--- config.mk ---
export PLATFORM = sky130hd
export DESIGN_NAME = mem_port_arbiter
export DESIGN_NICKNAME = d
export VERILOG_FILES = /design/src/rtl/mem_arb_pkg.sv /design/src/rtl/mem_lat_timer.sv /design/src/rtl/mem_port_arbiter.sv
export SDC_FILE = /design/constraint.sdc
export NUM_CORES = 1
export LEC_CHECK = 0
export CELL_PAD_IN_SITES_DETAIL_PLACEMENT = 0
export CELL_PAD_IN_SITES_GLOBAL_PLACEMENT = 1
export CORE_UTILIZATION = 29
export CTS_BUF_LIST = sky130_fd_sc_hd__clkbuf_2
export DETAILED_ROUTE_END_ITERATION = 7
export HOLD_SLACK_MARGIN = 0.02
export PLACE_DENSITY = 0.83
export REMOVE_ABC_BUFFERS = 1
export SLEW_MARGIN = 30
export SYNTH_ARGS = -nofsm -noshare
export SYNTH_HDL_FRONTEND = slang
export SYNTH_SLANG_ARGS = --single-unit
export TNS_END_PERCENT = 100
--- constraint.sdc ---
create_clock -name clk -period 4.9 [get_ports clk]
set_clock_uncertainty 0.2 [all_clocks]
set_input_delay 0.98 -clock clk [delete_from_list [all_inputs] [get_ports clk]]
set_output_delay 0.98 -clock clk [all_outputs]
set_load 0.01 [all_outputs]
--- src/rtl/mem_arb_pkg.sv ---
// Shared types and helpers for the instruction/data memory port arbiter.
package mem_arb_pkg;

    // Arbiter FSM states
    typedef enum logic [1:0] {
        S_IDLE  = 2'd0,
        S_ISSUE = 2'd1,
        S_WAIT  = 2'd2,
        S_RESP  = 2'd3
    } arb_state_t;

    // Requester identities
    typedef enum logic {
        REQ_FETCH = 1'b0,
        REQ_DATA  = 1'b1
    } req_id_t;

    // Supported memory latency range (bounded by the 4-bit latency timer)
    localparam int MEM_LAT_MIN = 1;
    localparam int MEM_LAT_MAX = 15;

    // Word accesses only: any nonzero byte offset is an alignment error
    function automatic logic is_misaligned(input logic [1:0] addr_lsb);
        return addr_lsb != 2'b00;
    endfunction

endpackage

--- src/rtl/mem_lat_timer.sv ---
// Loadable 4-bit down-counter; done is high while the count is zero.
module mem_lat_timer (
    input  logic       clk,
    input  logic       rst,
    input  logic       i_load,
    input  logic [3:0] i_val,
    output logic       o_done
);

    logic [3:0] r_cnt;

    // Load on request, otherwise count down and park at zero
    always_ff @(posedge clk or posedge rst) begin
        if (rst) begin
            r_cnt <= 4'd0;
        end else if (i_load) begin
            r_cnt <= i_val;
        end else if (r_cnt != 4'd0) begin
            r_cnt <= r_cnt - 4'd1;
        end
    end

    assign o_done = (r_cnt == 4'd0);

endmodule

--- src/rtl/mem_port_arbiter.sv ---
// Shares one fixed-latency memory port between instruction fetch and
// load/store. One access in flight at a time, round-robin on ties,
// misaligned requests are answered with an error without touching memory.
module mem_port_arbiter
    import mem_arb_pkg::*;
#(
    parameter int ADDR_W  = 32,
    parameter int DATA_W  = 32,
    parameter int MEM_LAT = 2
) (
    input  logic              clk,
    input  logic              rst,
    input  logic              if_req,
    input  logic [ADDR_W-1:0] if_addr,
    output logic              if_ack,
    output logic              if_err,
    output logic [DATA_W-1:0] if_rdata,
    input  logic              dm_req,
    input  logic              dm_we,
    input  logic [ADDR_W-1:0] dm_addr,
    input  logic [DATA_W-1:0] dm_wdata,
    output logic              dm_ack,
    output logic              dm_err,
    output logic [DATA_W-1:0] dm_rdata,
    output logic              mem_en,
    output logic              mem_we,
    output logic [ADDR_W-1:0] mem_addr,
    output logic [DATA_W-1:0] mem_wdata,
    input  logic [DATA_W-1:0] mem_rdata
);

    // Out-of-range latencies are clamped so the 4-bit timer stays meaningful
    localparam int LAT_C = (MEM_LAT < MEM_LAT_MIN) ? MEM_LAT_MIN :
                           (MEM_LAT > MEM_LAT_MAX) ? MEM_LAT_MAX : MEM_LAT;
    // ISSUE loads LAT-1 so the last WAIT cycle coincides with valid read data
    localparam logic [3:0] LAT_LOAD = 4'(LAT_C - 1);

    arb_state_t        r_state;
    arb_state_t        w_next;
    req_id_t           r_id;
    req_id_t           r_last_gnt;
    req_id_t           w_gnt_id;
    logic              w_any_req;
    logic              w_gnt_misaligned;
    logic              w_timer_load;
    logic              w_timer_done;
    logic              r_we;
    logic              r_err;
    logic [ADDR_W-1:0] r_addr;
    logic [DATA_W-1:0] r_wdata;
    logic [DATA_W-1:0] r_if_rdata;
    logic [DATA_W-1:0] r_dm_rdata;

    // Grant selection: a lone request wins, a tie goes to whoever was not served last
    always_comb begin
        w_any_req = if_req | dm_req;
        w_gnt_id  = REQ_FETCH;
        if (if_req && dm_req) begin
            w_gnt_id = (r_last_gnt == REQ_DATA) ? REQ_FETCH : REQ_DATA;
        end else if (dm_req) begin
            w_gnt_id = REQ_DATA;
        end
        w_gnt_misaligned = (w_gnt_id == REQ_DATA) ? is_misaligned(dm_addr[1:0])
                                                  : is_misaligned(if_addr[1:0]);
    end

    // FSM state register
    always_ff @(posedge clk or posedge rst) begin
        if (rst) begin
            r_state <= S_IDLE;
        end else begin
            r_state <= w_next;
        end
    end

    // Next-state logic and state-decoded strobes (acks and mem_en are Moore outputs)
    always_comb begin
        w_next       = r_state;
        mem_en       = 1'b0;
        mem_we       = 1'b0;
        if_ack       = 1'b0;
        dm_ack       = 1'b0;
        if_err       = 1'b0;
        dm_err       = 1'b0;
        w_timer_load = 1'b0;
        case (r_state)
            S_IDLE: begin
                if (w_any_req) begin
                    w_next = w_gnt_misaligned ? S_RESP : S_ISSUE;
                end
            end
            S_ISSUE: begin
                mem_en       = 1'b1;
                mem_we       = r_we;
                w_timer_load = 1'b1;
                w_next       = S_WAIT;
            end
            S_WAIT: begin
                if (w_timer_done) begin
                    w_next = S_RESP;
                end
            end
            S_RESP: begin
                if_ack = (r_id == REQ_FETCH);
                dm_ack = (r_id == REQ_DATA);
                if_err = (r_id == REQ_FETCH) && r_err;
                dm_err = (r_id == REQ_DATA) && r_err;
                w_next = S_IDLE;
            end
            default: begin
                w_next = S_IDLE;
            end
        endcase
    end

    // Latch the granted payload, capture read data, remember who was served
    always_ff @(posedge clk or posedge rst) begin
        if (rst) begin
            r_id       <= REQ_FETCH;
            r_last_gnt <= REQ_DATA;
            r_we       <= 1'b0;
            r_err      <= 1'b0;
            r_addr     <= '0;
            r_wdata    <= '0;
            r_if_rdata <= '0;
            r_dm_rdata <= '0;
        end else begin
            if (r_state == S_IDLE && w_any_req) begin
                r_id  <= w_gnt_id;
                r_err <= w_gnt_misaligned;
                if (w_gnt_id == REQ_DATA) begin
                    r_addr  <= dm_addr;
                    r_we    <= dm_we;
                    r_wdata <= dm_wdata;
                end else begin
                    r_addr  <= if_addr;
                    r_we    <= 1'b0;
                    r_wdata <= '0;
                end
            end
            if (r_state == S_WAIT && w_timer_done && !r_we) begin
                if (r_id == REQ_FETCH) begin
                    r_if_rdata <= mem_rdata;
                end else begin
                    r_dm_rdata <= mem_rdata;
                end
            end
            if (r_state == S_RESP) begin
                r_last_gnt <= r_id;
            end
        end
    end

    mem_lat_timer u_timer (
        .clk    (clk),
        .rst    (rst),
        .i_load (w_timer_load),
        .i_val  (LAT_LOAD),
        .o_done (w_timer_done)
    );

    assign mem_addr  = r_addr;
    assign mem_wdata = r_wdata;
    assign if_rdata  = r_if_rdata;
    assign dm_rdata  = r_dm_rdata;

endmodule

==> results of run 1 <==
==> cells in the mapped netlist, types with 2 or more instances <==
master,number
sky130_fd_sc_hd__mux2i_1,33
sky130_fd_sc_hd__and2_1,4
sky130_fd_sc_hd__dfrtp_1,137
sky130_fd_sc_hd__ha_1,6
sky130_fd_sc_hd__nand2_1,33
sky130_fd_sc_hd__nor2_1,4
sky130_fd_sc_hd__a22o_1,33
sky130_fd_sc_hd__nor3_1,3
sky130_fd_sc_hd__o21ai_0,34
sky130_fd_sc_hd__mux2_2,66
sky130_fd_sc_hd__inv_1,6
sky130_fd_sc_hd__nor3b_1,3
sky130_fd_sc_hd__buf_2,5
sky130_fd_sc_hd__clkbuf_1,17
sky130_fd_sc_hd__xnor2_1,2
sky130_fd_sc_hd__buf_6,3
==> state kept, by name, indices dropped and copies added, names as in the netlist <==
register / count
dm_rdata: 32
if_rdata: 32
mem_addr: 32
mem_wdata: 32
r_err: 1
r_id: 1
r_last_gnt: 1
r_state: 2
r_we: 1
u_timer.r_cnt: 4
==> cells in the final DEF (no fill, tap or decap), types with 4 or more instances in the layout <==
cell and count:
sky130_fd_sc_hd__bufinv_16 4, sky130_fd_sc_hd__clkbuf_2 18, sky130_fd_sc_hd__nand2_1 33, sky130_fd_sc_hd__inv_1 5
sky130_fd_sc_hd__mux2i_1 33, sky130_fd_sc_hd__buf_4 6, sky130_fd_sc_hd__ha_1 6, sky130_fd_sc_hd__dfrtp_1 137
sky130_fd_sc_hd__clkdlybuf4s50_1 266, sky130_fd_sc_hd__mux2_2 66, sky130_fd_sc_hd__nor2_1 4, sky130_fd_sc_hd__a22o_1 33
sky130_fd_sc_hd__o21ai_0 34
==> logic make-up (layout without fill, tap and decap cells) <==
| logic type | count (synthesis) | after routing |
|---|---|---|
| compound gates | 76 | 76 |
| xor+xnor | 2 | 2 |
| fa+ha+maj | 6 | 6 |
| buf+inv | 31 | 310 |
| flops | 138 | 138 |
| mux | 99 | 99 |
| other cells | 0 | 1 |
| simple gates | 53 | 53 |
==> power groups by stage <==
| stage | combinational, uW | sequential [uW] | clock (uW) |
|---|---|---|---|
| after CTS | 2440 | 1990 | 814 |
| after global placement | 2380 | 1980 | 0 |
| after floorplan | 846 | 2210 | 0 |
| after global routing | 2590 | 2050 | 869 |
| after detailed placement | 2440 | 2010 | 0 |
| final | 2410 | 1990 | 773 |
==> metal layers <==
metal  wire [microns]  up-vias  global-route usage [%]
met5                0        -                       0
met4              309        0                    7.87
met3              868       18                    4.27
met2             7430      150                    26.1
met1             5950     2021                    17.9
li1                 -     1971                       -
==> path summary, 6_finish.rpt <==
path / start / endpoint / depth (start not counted)
worst max-delay path: r_state[1]$_DFFE_PP0P_ / mem_we / 4
worst max register to register: u_timer.r_cnt[0]$_DFFE_PP0P_ / if_rdata[1]$_DFFE_PP0P_ / 6
worst min-delay path: mem_addr[31]$_DFFE_PP0P_ / mem_addr[31]$_DFFE_PP0P_ / 2
max in group asynchronous: rst / r_last_gnt$_DFFE_PP1P_ / 3
min in group asynchronous: rst / if_rdata[30]$_DFFE_PP0P_ / 2
worst min register to register: mem_addr[31]$_DFFE_PP0P_ / mem_addr[31]$_DFFE_PP0P_ / 2
==> final cells by class <==
cell class	instances	area (sq um)	share of cell area [%]
antenna	1	2.50	0.0286
clock buffer	18	90.1	1.03
clock inverter	14	193	2.20
inverter	6	30.0	0.343
multi-input combinational	236	1980	22.6
sequential	138	3450	39.5
tap	234	293	3.35
timing repair buffer	272	2710	31.0
==> through the flow <==
step	setup slack [ps]	power (uW)	area, sq um	TNS (ps)	hold slack (ps)
global placement	1770	4360	8460	0	263
global route	1240	5510	8750	0	342
finish	1470	5160	8750	0	306
CTS	1340	5250	8740	0	311
floorplan	-1070	3050	5430	-56410	255
detailed placement	1770	4450	8460	0	270
==> worst reg2reg max path: stages (launching register included) <==
cell and delay, ps:
sky130_fd_sc_hd__dfrtp_1 430, sky130_fd_sc_hd__inv_1 110, sky130_fd_sc_hd__ha_1 190, sky130_fd_sc_hd__or3b_1 470
sky130_fd_sc_hd__nor4b_4 250, sky130_fd_sc_hd__buf_4 430, sky130_fd_sc_hd__mux2_2 430
==> results.tsv, run 1 <==
stage	metric	value	unit
critical_path	r2r_slack	2280	ps
critical_path	cp-start-kind	register	
yosys	share_of_the_synthesized_netlist_area_taken_by_xor_and_xnor_gates	0.316	%
yosys	yosys_register_bits	138	
sta	min_period	3430	ps
clocking	numClockSinks	138	
yosys	netlist.top_cell.by_area	sky130_fd_sc_hd__dfrtp_1	
yosys	synth-edff-count	0	
critical_path	worst_path_cell_chain	inv_1 -> ha_1 -> and2_1 -> clkdlybuf4s50_1	
place	routabilityCongestion	0.739	
sta	setup_viol	0	
critical_path	end_kind	output port	
sta	slew_headroom	45.4	%
finish	flow.area_growth_from_synthesis	57.5	%
route	detailedRoute.firstPassIterationCount	4	
route	vias	4160	
yosys	post_synthesis_share_of_cell_area_spent_on_and_or_nand_and_nor_gates	4.71	%
power	p_leak	0.00373	uW
clocking	cts_htree_levels	4	
clocking	cts_root_buf	sky130_fd_sc_hd__clkbuf_2	
power	power_frac_clock	15.0	%
run_status	run_status	completed	
clocking	clk_transition_reported_paths	210	ps
min_path	hold_path.class	reg -> reg	
power	power_frac_seq	38.4	%
critical_path	worst-endpoint-required	3720	ps
clocking	tritoncts	built	
place	place.detailed.hpwl	10400	microns
grt	largest_net_degree_at_the_start_of_global_routing	120	
power	internal_cell_power	3460	uW
power	p_comb_share	46.6	%
power	irDropWorstVdd	0.203	mV
route	remaining_drc_errors	0	
sta	drv_slew	0	
finish	layout.core_utilization	46.8	%
die	boundaryPins	267	
yosys	asyncSetResetFlopFracSynth	100	%
yosys	dominantRegCellSynth	sky130_fd_sc_hd__dfrtp_1	
route	drt_wl_total	14600	microns
yosys	synth-adder-area-share	1.35	%
finish	n_fill_cell	1667	
route	drt-vias-per-instance	4.53	
sta	timing.final.crit_share	70.0	%
power	switching_share	33.0	%
die	placeableCoreArea	18700	sq um
power	power.switching	1700	uW
yosys	synthCells	405	
sta	final_hold_violation_count	0	
yosys	syn_area	5550	sq um
yosys	synth_sequential_area_ratio	62.2	%
clocking	ctsLongestPathBuffers	2	
yosys	synthDominantCellAreaShare	61.8	%
clocking	post_cts.repair.setup_buffers	0	
sta	maxClockFrequency	0.292	GHz
clocking	worst_skew_pair.late_latency	680	ps
critical_path	critical_path_buf_inv_count	2	
grt	grt_overflow_total	0	
yosys	yosys-mux-area-fraction	19.3	%
critical_path	path_max_fanout	6	
critical_path	setup.worst_path.class	reg -> out	
die	floorplan.initialDensity	29.7	%
clocking	holdBufCountCts	0	
yosys	synth.lib_cells_used.distinct	32	
yosys	post_synth_main_area_contributors	sky130_fd_sc_hd__dfrtp_1 62%, sky130_fd_sc_hd__mux2_2 13%, sky130_fd_sc_hd__mux2i_1 5.9%	
route	routed_len_inst	15.8	microns
die	chipWidth	140	microns
yosys	avgSynthCellArea	13.7	sq um
yosys	synth_top_family_by_area	multiplexers	
grt	antenna_found_initial	1	
finish	num-nets-final	810	
critical_path	timing.critical_path.arrival	2250	ps
grt	wire_length_of_the_first_global_routing_pass	23400	microns
clocking	post_cts.resized_instances	0	
flow_run	max_cap_check_violation_count	0	
critical_path	cpLargestDelayFamily	buffers and inverters	
finish	instances_no_fill	919	
critical_path	slowest_stage	sky130_fd_sc_hd__clkdlybuf4s50_1	
grt	groute.usage.overall	15.4	%
finish	layout-drive-gt1-share	16.1	%
critical_path	cpPeakStageDelay	550	ps
clocking	total_cts_buffers	17	
power	power_density	590	nW/um^2
route	drtIter0Drc	118	
sta	max_slew.worst_pin.slew	819	ps
die	vertical_extent_of_the_die	140	microns
die	die-area	19700	sq um
yosys	synthesis.yosys.warnings	0	
sta	rsz0062_at_grt	no	
route	ant_nets	0	
die	placementRows	50	
place	buffer_ports.inserted	266	
place	dp_cells	886	
yosys	synth_compound_gate_area_share	9.44	%
grt	first_global_vias	4528	
Power figures use the tool's default switching activity.
==> run 2: changes to the inputs <==
==> constraint.sdc (replaced) <==
create_clock -name clk -period 3 [get_ports clk]
set_clock_uncertainty 0.2 [all_clocks]
set_input_delay 0.6 -clock clk [delete_from_list [all_inputs] [get_ports clk]]
set_output_delay 0.6 -clock clk [all_outputs]
set_load 0.01 [all_outputs]
==> run 2 against run 1 <==
Sequential cell count unchanged. Clock power is 19% higher. Hold slack lost 190 ps.
==> results.tsv, run 2 (synthesis gave the netlist of run 1 again) <==
stage	metric	value	unit
clocking	cts_root_buf	sky130_fd_sc_hd__clkbuf_2	
power	power_frac_seq	39.5	%
clocking	ctsLongestPathBuffers	2	
critical_path	worst-endpoint-required	2200	ps
route	drt_wl_total	14800	microns
critical_path	worst_path_cell_chain	buf_4 -> inv_2 -> ha_4 -> clkdlybuf4s50_1	
finish	layout.cell_area.non_filler	8770	sq um
die	placeableCoreArea	18700	sq um
critical_path	path_max_fanout	6	
sta	setup_viol	0	
clocking	worst_skew_pair.late_latency	690	ps
place	place.detailed.hpwl	10800	microns
power	power_density	934	nW/um^2
grt	globalRouteMet3Util	4.44	%
route	drt-vias-per-instance	4.56	
power	p_leak	0.00376	uW
finish	layout.core_utilization	46.9	%
die	boundaryPins	267	
grt	gr_util_met1	18.9	%
route	ant_nets	0	
power	irDropWorstVdd	0.403	mV
critical_path	cp-start-kind	register	
critical_path	end_kind	output port	
critical_path	slowest_stage	sky130_fd_sc_hd__clkdlybuf4s50_1	
finish	commonest_non_fill_non_tap_cells_in_the_layout	263 x sky130_fd_sc_hd__clkdlybuf4s50_1, 137 x sky130_fd_sc_hd__dfrtp_1, 66 x sky130_fd_sc_hd__mux2_2	
power	switching_share	34.5	%
finish	instances_no_fill	927	
finish	area_taken_by_multi_input_logic_gates	1990	sq um
power	power_frac_clock	11.2	%
sta	maxClockFrequency	0.353	GHz
route	routed_len_inst	16.0	microns
die	chipWidth	140	microns
grt	antenna_found_initial	1	
place	buffer_ports.inserted	266	
critical_path	timing.reg2reg.worst_path_depth	6	
critical_path	critical_path_buf_inv_count	3	
critical_path	setup.worst_path.class	reg -> out	
critical_path	worst_r2r_endpoint	if_rdata[11]$_DFFE_PP0P_	
grt	first_global_vias	4575	
grt	grt.busiest_layer	met2	
clocking	cts_htree_levels	4	
die	die-area	19700	sq um
clocking	numClockSinks	138	
grt	wire_length_of_the_first_global_routing_pass	24000	microns
sta	timing.final.crit_share	94.6	%
grt	grt_use_met2	26.6	%
power	p_comb_share	49.3	%
power	internal_cell_power	5370	uW
critical_path	timing.critical_path.arrival	2040	ps
finish	num-nets-final	818	
finish	layout.cells.most_common	sky130_fd_sc_hd__clkdlybuf4s50_1	
place	dpl_cell_area	8530	sq um
min_path	hold_path.class	in -> async	
sta	slew_headroom	64.0	%
finish	layout-drive-gt1-share	17.2	%
sta	max_slew.worst_pin.slew	539	ps
run_status	run_status	completed	
sta	fin_tns_setup	0	ps
sta	drv_slew	0	
grt	grt_overflow_total	0	
sta	timing.hold.ws	119	ps
grt	largest_net_degree_at_the_start_of_global_routing	59	
route	remaining_drc_errors	0	
sta	min_period	2840	ps
route	detailedRoute.firstPassIterationCount	4	
critical_path	reg_to_reg_critical_path_startpoint	u_timer.r_cnt[0]$_DFFE_PP0P_	
die	floorplan.initialDensity	29.7	%
clocking	total_cts_buffers	17	
grt	groute.usage.overall	15.8	%
finish	flow.area_growth_from_synthesis	58.1	%
route	drtIter0Drc	146	
die	placementRows	50	
route	vias	4224	
clocking	holdBufCountCts	0	
die	vertical_extent_of_the_die	140	microns
sta	final_hold_violation_count	0	
clocking	tritoncts	built	
critical_path	cpLargestDelayFamily	buffers and inverters	
finish	regArea	3450	sq um
flow_run	max_cap_check_violation_count	0	
critical_path	r2r_slack	530	ps
finish	n_fill_cell	1663	
power	power.switching	2820	uW
place	routabilityCongestion	0.773	
critical_path	cpPeakStageDelay	550	ps
clocking	clk_transition_reported_paths	220	ps
place	dp_cells	889	
run 2: layout make-up:
cell class | instances | share of cell area [%]
Sequential cell | 138 | 39.4
Timing Repair Buffer | 280 | 32.2
Multi-Input combinational cell | 236 | 22.7
Tap cell | 234 | 3.34
Clock inverter | 15 | 1.15
Clock buffer | 17 | 0.970
Inverter | 6 | 0.314
Antenna cell | 1 | 0.0285
run 2: how the worst max path moves through the flow:
stage | end | start | cells after the start | slack (ps)
after global placement | mem_addr[23]$_DFFE_PP0P_ | dm_req | 6 | 470
after floorplan | mem_wdata[0]$_DFFE_PP0P_ | dm_req | 3 | -2590
after detailed placement | mem_addr[8]$_DFFE_PP0P_ | dm_req | 6 | 400
after global routing | mem_en | r_state[1]$_DFFE_PP0P_ | 4 | -6
after CTS | mem_we | r_state[1]$_DFFE_PP0P_ | 4 | 2
final | mem_en | r_state[1]$_DFFE_PP0P_ | 4 | 160
run 2: through the flow:
step | power (uW) | worst slack [ps]
2_1_floorplan | 4980 | -2590
3_3_place_gp | 7160 | 475
3_5_place_dp | 7310 | 405
4_1_cts | 8300 | 2.12
5_1_grt | 8780 | -5.72
6_report | 8190 | 163
run 2: power by group through the flow:
stage | logic, uW | registers [uW] | clock network (uW)
after floorplan | 1380 | 3600 | 0
after CTS | 4070 | 3250 | 981
after global routing | 4340 | 3370 | 1070
after detailed placement | 4020 | 3290 | 0
after global placement | 3910 | 3240 | 0
final | 4040 | 3240 | 920
run 2: layer usage:
| metal | share of wire (%) | routed length [microns] |
|---|---|---|
| met5 | 0 | 0 |
| met4 | 2.4 | 359 |
| met3 | 5.4 | 794 |
| met2 | 51 | 7530 |
| met1 | 41 | 6130 |
run 2: timing repair:
action	CTS	global route
endpoints found under the setup margin	2	2
resized for setup	4	3
setup buffers	3	2
run 2: worst register-to-register path, stage by stage, from the launching register on:
cell and delay, ps:
sky130_fd_sc_hd__dfrtp_1 420, sky130_fd_sc_hd__inv_1 120, sky130_fd_sc_hd__ha_1 210, sky130_fd_sc_hd__or3b_1 480, sky130_fd_sc_hd__nor4b_4 300, sky130_fd_sc_hd__buf_12 250, sky130_fd_sc_hd__mux2_2 390
